$ cat src/rtl/iob_soc_sut_boot_seq.sv
// Power-up/recovery sequencer: PLL lock -> DDR calibration -> PHY reset pulse -> system release.
// Loss of lock or calibration re-runs the sequence; a calibration timeout parks in FAULT until retry.
module iob_soc_sut_boot_seq #(
  parameter int USE_EXTMEM    = 1,
  parameter int PHY_RST_CYC   = 1000,
  parameter int PHY_WAIT_CYC  = 5000,
  parameter int CALIB_TIMEOUT = 2**22,
  parameter int CNT_W         = 23
) (
  input  logic       clk_i,
  input  logic       rst_i,
  input  logic       pll_locked_i,
  input  logic       calib_done_i,
  input  logic       retry_i,
  output logic       sys_rst_o,
  output logic       phy_resetn_o,
  output logic       ready_o,
  output logic       fault_o,
  output logic [2:0] state_o,
  output logic [3:0] restarts_o
);

  // state      | meaning
  // WAIT_LOCK  | everything held in reset until the PLL reports lock
  // WAIT_CALIB | waiting for DDR calibration, bounded by CALIB_TIMEOUT
  // PHY_RST    | Ethernet PHY reset asserted for PHY_RST_CYC cycles
  // PHY_WAIT   | PHY released, settle for PHY_WAIT_CYC cycles
  // RUN        | system core out of reset
  // FAULT      | calibration timed out, held until retry_i
  typedef enum logic [2:0] {
    WAIT_LOCK  = 3'd0,
    WAIT_CALIB = 3'd1,
    PHY_RST    = 3'd2,
    PHY_WAIT   = 3'd3,
    RUN        = 3'd4,
    FAULT      = 3'd5
  } state_t;

  localparam bit               EXT        = (USE_EXTMEM != 0);
  localparam logic [CNT_W-1:0] LD_CALIB   = CNT_W'(CALIB_TIMEOUT - 1);
  localparam logic [CNT_W-1:0] LD_PHY_RST = CNT_W'(PHY_RST_CYC - 1);
  localparam logic [CNT_W-1:0] LD_PHY_WT  = CNT_W'(PHY_WAIT_CYC - 1);
  localparam logic [CNT_W-1:0] CNT_ONE    = CNT_W'(1);

  state_t           state, state_nxt;
  logic [CNT_W-1:0] cnt, cnt_nxt;
  logic             lock_m, lock_s, calib_m, calib_s;
  logic             restart;

  always_comb begin
    state_nxt = state;
    cnt_nxt   = cnt;
    restart   = 1'b0;
    case (state)
      WAIT_LOCK: begin
        if (lock_s) begin
          if (EXT) begin
            state_nxt = WAIT_CALIB;
            cnt_nxt   = LD_CALIB;
          end else begin
            state_nxt = PHY_RST;
            cnt_nxt   = LD_PHY_RST;
          end
        end
      end
      // lock loss outranks calibration, which outranks the timeout
      WAIT_CALIB: begin
        if (!lock_s) begin
          state_nxt = WAIT_LOCK;
        end else if (calib_s) begin
          state_nxt = PHY_RST;
          cnt_nxt   = LD_PHY_RST;
        end else if (cnt == '0) begin
          state_nxt = FAULT;
        end else begin
          cnt_nxt = cnt - CNT_ONE;
        end
      end
      PHY_RST: begin
        if (!lock_s) begin
          state_nxt = WAIT_LOCK;
        end else if (cnt == '0) begin
          state_nxt = PHY_WAIT;
          cnt_nxt   = LD_PHY_WT;
        end else begin
          cnt_nxt = cnt - CNT_ONE;
        end
      end
      PHY_WAIT: begin
        if (!lock_s) begin
          state_nxt = WAIT_LOCK;
        end else if (cnt == '0) begin
          state_nxt = RUN;
        end else begin
          cnt_nxt = cnt - CNT_ONE;
        end
      end
      RUN: begin
        if (!lock_s || (EXT && !calib_s)) begin
          state_nxt = WAIT_LOCK;
          restart   = 1'b1;
        end
      end
      FAULT: begin
        if (retry_i) state_nxt = WAIT_LOCK;
      end
      default: begin
        state_nxt = WAIT_LOCK;
        cnt_nxt   = '0;
      end
    endcase
  end

  // outputs decode the next state so they move on the same edge as state_o
  always_ff @(posedge clk_i) begin
    if (rst_i) begin
      lock_m       <= 1'b0;
      lock_s       <= 1'b0;
      calib_m      <= 1'b0;
      calib_s      <= 1'b0;
      state        <= WAIT_LOCK;
      cnt          <= '0;
      restarts_o   <= 4'd0;
      sys_rst_o    <= 1'b1;
      phy_resetn_o <= 1'b0;
      ready_o      <= 1'b0;
      fault_o      <= 1'b0;
    end else begin
      lock_m       <= pll_locked_i;
      lock_s       <= lock_m;
      calib_m      <= calib_done_i;
      calib_s      <= calib_m;
      state        <= state_nxt;
      cnt          <= cnt_nxt;
      if (restart && (restarts_o != 4'hF)) restarts_o <= restarts_o + 4'd1;
      sys_rst_o    <= (state_nxt != RUN);
      phy_resetn_o <= (state_nxt == PHY_WAIT) || (state_nxt == RUN);
      ready_o      <= (state_nxt == RUN);
      fault_o      <= (state_nxt == FAULT);
    end
  end

  assign state_o = state;

endmodule

$ cat config.mk
export PLATFORM = sky130hd
export DESIGN_NAME = iob_soc_sut_boot_seq
export DESIGN_NICKNAME = d
export VERILOG_FILES = /design/src/rtl/iob_soc_sut_boot_seq.sv
export SDC_FILE = /design/constraint.sdc
export NUM_CORES = 1
export LEC_CHECK = 0
export CAP_MARGIN = 5
export CORE_ASPECT_RATIO = 0.8
export CORE_UTILIZATION = 61
export CTS_CLUSTER_DIAMETER = 50
export DETAILED_ROUTE_END_ITERATION = 10
export PLACE_DENSITY = 0.94
export SKIP_LAST_GASP = 1
export SLEW_MARGIN = 20
export SYNTH_ARGS = -nofsm -noshare
export SYNTH_HDL_FRONTEND = slang
export SYNTH_SLANG_ARGS = --single-unit
export TNS_END_PERCENT = 30
$ cat constraint.sdc
create_clock -name clk_i -period 3.5 [get_ports clk_i]
set_input_delay 1.05 -clock clk_i [delete_from_list [all_inputs] [get_ports clk_i]]
set_output_delay 1.05 -clock clk_i [all_outputs]
set_load 0.05 [all_outputs]
==> impl_metrics.yaml, run 1 <==
worst_setup_path:
  cp-start-kind: "flop"
  path_cells: "clkdlybuf4s50_1"
  r2r-end: "cnt[0]"
  crit_start: "state_o[0]"
  crit_fanout: 16
  critPathMaxStageDelay_ns: 0.91
  endpoint: "state_o[0]"
  end_kind: "output pin"
  reg2reg_depth: 11
  slowest_stage: "clkdlybuf4s50_1"
  path_depth: 1
  cp.required_ns: 2.45
  crit_type: "flop to output pin"
  arrival_ns: 1.92
  reg2reg_setup_slack_ns: 0.93
  crit_buf_inv: 1
  crit_family: "buffers and inverters"
  reg2reg_from: "cnt[0]"
yosys:
  yosysSeqAreaShare: 0.334
  synth_simple_gate_area_frac: 0.297
  synth_top_cell_by_area: "dfxtp_1"
  synth_area_leaders: "dfxtp_1 (33%), a21oi_1 (6.8%), nor2_1 (4.1%)"
  yosysUniqueCellTypes: 64
  synthFlopType: "dfxtp_1"
  syn_nets: 279
  synthTopCellsByCount: "dfxtp_1 (38), a21oi_1 (31), nor2_1 (25)"
  yosys.area.top_type_share: 0.334
  synth_compound_area_frac: 0.253
  synth-edff-count: 0
  synth_top_family_by_area: "simple AND/OR/NAND/NOR gates"
  async_reset_ff_frac: 0
  ys_seq_elements: 38
  synth_xor_area_frac: 0.0423
  synthMuxAreaShare: 0.0181
  yosysMostFrequentCell: "dfxtp_1"
  yosys_warnings: 0
  postSynthCellCount: 270
  syn_avg_cell_area_sq_um: 8.44
  synth_area_sq_um: 2280
  synthAdderAreaFrac: 0.0220
global_routing:
  grt_max_degree: 31
  gr-max-usage-layer: "met1"
  use_met2: 0.438
  grt_use_met3: 0.106
  grtUsageTotal: 0.319
  grt_pass1_vias: 1928
  grt_pass1_wl_um: 9710
  overflow: 0
  grt_use_met1: 0.459
  antenna_found_initial: 0
routing:
  first_pass_iters: 6
  wl_um: 6000
  dr_total_vias: 2238
  wl_per_cell_um: 18.2
  drtAntennaViolNets: 0
  viasPerCell: 6.78
  remaining_drc_errors: 0
  first_iter_violations: 273
place:
  placed_cells: 322
  dpl.hpwl_um: 4240
  port_buffers: 15
  place.gp.congestion: 1.00
  dpl_cell_area_sq_um: 2470
sta:
  fin_crit_ns: 2.97
  slew_viol_final: 0
  fin_crit_sh: 0.850
  worstMarginPinSlew_ns: 0.594
  finClkSkew_ns: 0.00939
  hold_viol_final: 0
  setup_violations: 0
  fmax_mhz: 336
  finalSetupTns_ns: 0
  slew_headroom: 0.603
  rsz0062_at_grt: "false"
cells_and_area:
  final_cell_count_no_fill: 330
  nets: 296
  layout-drive-gt1-share: 0.122
  post-route-util: 0.734
  diodes: 0
  design_area_sq_um: 2570
  area_growth_pct: 12.6
floorplanning:
  die_w_um: 70.3
  fp.dieArea_sq_um: 3990
  fp.coreArea_sq_um: 3490
  io_pins: 16
  row_count: 19
  initial_core_util: 0.652
  dieHeight_um: 56.7
clock_network:
  cts_htree_levels: 2
  cts.clk_slew.worst_paths_ns: 0.08
  clk_path_buf_depth: 2
  cts_tree: "built"
  cts_buffers: 5
  holdBufCountCts: 0
  cts-root-buf: "clkbuf_8"
  cts.repair.resized: 0
  clk_latency_ns: 0.30
  post_cts_buffers: 0
  cts.sinks: 38
power:
  peakVddDrop_uv: 370
  power_leakage_nw: 0.913
  powerDensity_nw_per_um2: 413
flow_run:
  maxCapViolations: 0
hold_path:
  hp-class: "flop to flop"
run_status:
  status: "finished clean"
==> cells by family (layout without fill, tap and decap cells) <==
family | after synthesis | in the layout
adders and majority gates | 4 | 4
and+or+nand+nor | 113 | 113
buffers and inverters | 18 | 36
muxes | 4 | 4
AOI/OAI and AO/OA | 82 | 82
DFF | 38 | 38
xor gates and xnor gates | 11 | 11
==> metal layers <==
layer,wire [um],part of all wire,up-vias
met2,2580,0.43,155
met5,0,0,-
met1,2510,0.42,1014
li1,-,-,1040
met4,214,0.036,0
met3,700,0.12,29
==> registers in the layout, summed over array words and instances, names as in the netlist <==
register	flops
cnt	23
restarts_o	4
state_o	3
calib_m	1
calib_s	1
fault_o	1
lock_m	1
lock_s	1
phy_resetn_o	1
ready_o	1
sys_rst_o	1
==> how the worst min path moves through the flow <==
stage / endpoint / startpoint / slack (ns) / cells after the start
floorplan: calib_s / calib_m / 0.41 / 1
global placement: lock_s / lock_m / 0.42 / 1
detailed placement: lock_s / lock_m / 0.43 / 1
CTS: lock_s / lock_m / 0.45 / 1
global route: lock_s / lock_m / 0.47 / 1
finish: calib_s / calib_m / 0.45 / 1
==> where the power goes <==
part,internal (mW),switching (mW)
registers,0.450,0.0283
clock network,0.159,0.153
logic,0.107,0.163
total,0.716,0.344
==> metrics by stage <==
stage                     worst slack, ns  hold slack, ns  total power, mW
after floorplan                      1.28           0.414            0.686
final                               0.526           0.450             1.06
after global placement              0.764           0.417            0.739
after global routing                0.493           0.468             1.11
after detailed placement            0.651           0.433            0.747
after CTS                           0.554           0.449             1.06
==> cells in the final DEF (no fill, tap or decap), types with 2 or more instances in the layout <==
| cell type | count |
|---|---|
| o21ai_1 | 2 |
| a311oi_1 | 2 |
| nor4_4 | 3 |
| nor3_1 | 10 |
| nor2_1 | 25 |
| or3_1 | 4 |
| xor2_1 | 4 |
| o21a_1 | 3 |
| and4_1 | 2 |
| dfxtp_1 | 38 |
| ha_1 | 4 |
| a22oi_1 | 2 |
| clkdlybuf4s50_1 | 15 |
| nand4_1 | 3 |
| and2_1 | 2 |
| nor4_2 | 2 |
| nor2_2 | 4 |
| o22ai_1 | 2 |
| a221oi_1 | 2 |
| o31ai_1 | 3 |
| and3_1 | 5 |
| a21oi_1 | 31 |
| buf_4 | 6 |
| xnor2_1 | 7 |
| o21ai_0 | 10 |
| nor2b_1 | 8 |
| nor3b_1 | 3 |
| inv_1 | 6 |
| nand2b_1 | 8 |
| nand3_1 | 8 |
| nand2_1 | 18 |
| mux2i_1 | 3 |
| a31oi_1 | 5 |
| clkbuf_8 | 6 |
==> cell type report <==
type                       instances  area, sq um
sequential                        38          761
inverter                           7         26.3
clock buffer                       7         86.3
clock inverter                     1         5.00
tap                               42         52.6
fill                             271          928
timing repair buffer              21          195
multi-input combinational        214         1440
Power figures use the tool's default switching activity.
==> run 2, diff against run 1 <==
--- a/config.mk
+++ b/config.mk
@@ -7,10 +7,10 @@
 export LEC_CHECK = 0
 export CAP_MARGIN = 5
 export CORE_ASPECT_RATIO = 0.8
-export CORE_UTILIZATION = 61
+export CORE_UTILIZATION = 53
 export CTS_CLUSTER_DIAMETER = 50
 export DETAILED_ROUTE_END_ITERATION = 10
-export PLACE_DENSITY = 0.94
+export PLACE_DENSITY = 0.88
 export SKIP_LAST_GASP = 1
 export SLEW_MARGIN = 20
 export SYNTH_ARGS = -nofsm -noshare
==> constraint.sdc (replaced) <==
create_clock -name clk_i -period 2.51 [get_ports clk_i]
set_input_delay 0.753 -clock clk_i [delete_from_list [all_inputs] [get_ports clk_i]]
set_output_delay 0.753 -clock clk_i [all_outputs]
set_load 0.05 [all_outputs]
==> run 2 against run 1 <==
Sequential share of layout area shrank 1.0 points. Clock skew is essentially flat. Largest cell class unchanged. Global-route usage shrank 2.2 points.
==> impl_metrics.yaml, run 2 (same netlist as run 1, synthesis figures left out) <==
cells_and_area:
  design_area_sq_um: 2660
  ff_latch_area_sq_um: 761
  final_common_cell: "dfxtp_1"
  layout-drive-gt1-share: 0.161
  multiInputGateArea_sq_um: 1440
  area_growth_pct: 16.7
  diodes: 0
  fillers: 346
  final_cell_mix: "dfxtp_1 (38), a21oi_1 (31), nor2_1 (25)"
  post-route-util: 0.673
  nets: 307
  largest_reg_flops: 23
  regMostFlops: "cnt"
routing:
  wl_per_cell_um: 17.7
  first_iter_violations: 235
  drtAntennaViolNets: 0
  viasPerCell: 6.30
  remaining_drc_errors: 0
  wl_um: 6260
  dr_total_vias: 2231
  first_pass_iters: 5
worst_setup_path:
  crit_buf_inv: 1
  slowest_stage: "clkdlybuf4s50_1"
  r2r-end: "phy_resetn_o"
  cp.required_ns: 1.76
  reg2reg_from: "cnt[0]"
  crit_fanout: 10
  end_kind: "output pin"
  crit_type: "flop to output pin"
  reg2reg_setup_slack_ns: 0.23
  arrival_ns: 1.66
  critPathMaxStageDelay_ns: 0.86
  crit_family: "buffers and inverters"
  cp-start-kind: "flop"
  reg2reg_depth: 9
  path_cells: "clkdlybuf4s50_1"
hold_path:
  hold_path_end: "lock_s"
  hp-class: "flop to flop"
  worstHoldStart: "lock_m"
  holdPathStages: 1
global_routing:
  antenna_found_initial: 0
  grt_pass1_vias: 2105
  overflow: 0
  grt_pass1_wl_um: 10000
  grtUsageTotal: 0.297
  grt_max_degree: 31
sta:
  worstMarginPinSlew_ns: 0.532
  fin_crit_sh: 0.961
  finalWorstSetupSlack_ns: 0.0972
  setup_violations: 0
  slew_headroom: 0.643
  hold_viol_final: 0
  fin_crit_ns: 2.41
  slew_viol_final: 0
  finClkSkew_ns: 0.00981
  fmax_mhz: 414
  rsz0062_at_grt: "false"
floorplanning:
  io_pins: 16
  row_count: 20
  initial_core_util: 0.576
  fp.coreArea_sq_um: 3950
  fp.dieArea_sq_um: 4570
  die_w_um: 75.3
  dieHeight_um: 60.6
power:
  power_leakage_nw: 0.970
  p_comb_frac: 0.261
  pwr-share-seq: 0.442
  p_sw_frac: 0.328
  clkPwrFrac: 0.296
  powerDensity_nw_per_um2: 566
  p_sw_mw: 0.494
  peakVddDrop_uv: 317
  internal-power_mw: 1.01
clock_network:
  cts_buffers: 5
  cts-root-buf: "clkbuf_8"
  cts_htree_levels: 2
  cts.clk_slew.worst_paths_ns: 0.07
  cts.sinks: 38
  cts_tree: "built"
  post_cts_buffers: 0
  holdBufCountCts: 0
  clk_latency_ns: 0.30
  clk_path_buf_depth: 2
  cts.repair.resized: 0
run_status:
  status: "finished clean"
flow_run:
  maxCapViolations: 0
place:
  dpl.hpwl_um: 4590
  port_buffers: 15
  dp_slack_ns: -0.00353
  place.gp.congestion: 0.933
  dpl_cell_area_sq_um: 2570
==> run 2: cell count changes in the layout (fill, tap and decap cells not counted) <==
cell	previous run	this run
buf_4	6	19
clkdlybuf4s50_1	15	13
==> run 2: layout make-up <==
cell class                      count  area share
Clock buffer                        7      0.0325
Tap cell                           55      0.0259
Timing Repair Buffer               32       0.103
Multi-Input combinational cell    214       0.541
Inverter                            7     0.00988
Sequential cell                    38       0.286
Clock inverter                      1     0.00188
==> run 2: per-layer routing <==
layer,track usage,share of wire,vias up
met5,0,0,-
met4,0.114,0.015,0
met2,0.448,0.44,101
met3,0.0847,0.094,12
met1,0.405,0.45,1061
li1,-,-,1057
==> run 2: power by group through the flow <==
stage	logic (mW)	clock network, mW	registers (mW)
after global placement	0.369	0	0.677
final	0.393	0.446	0.665
after floorplan	0.287	0	0.670
after detailed placement	0.381	0	0.678
after global routing	0.422	0.481	0.669
after CTS	0.385	0.449	0.664
==> run 2: how the worst max path moves through the flow <==
| stage | start | endpoint | slack, ns | depth (start not counted) |
|---|---|---|---|---|
| after global placement | rst_i | cnt[4] | 0.09 | 5 |
| final | state_o[2] | state_o[2] | 0.1 | 1 |
| after detailed placement | rst_i | cnt[4] | -0.004 | 7 |
| after global routing | state_o[2] | state_o[2] | 0.06 | 1 |
| after floorplan | cnt[0] | cnt[0] | 0.33 | 12 |
| after CTS | state_o[2] | state_o[2] | 0.09 | 1 |
==> run 2: through the flow <==
stage	power [mW]	instances	TNS (ns)	hold slack, ns
5_1_grt	1.57	354	0	0.461
6_report	1.50	354	0	0.446
2_1_floorplan	0.957	270	0	0.414
3_3_place_gp	1.05	346	0	0.419
3_5_place_dp	1.06	346	-0.00353	0.433
4_1_cts	1.50	354	0	0.455
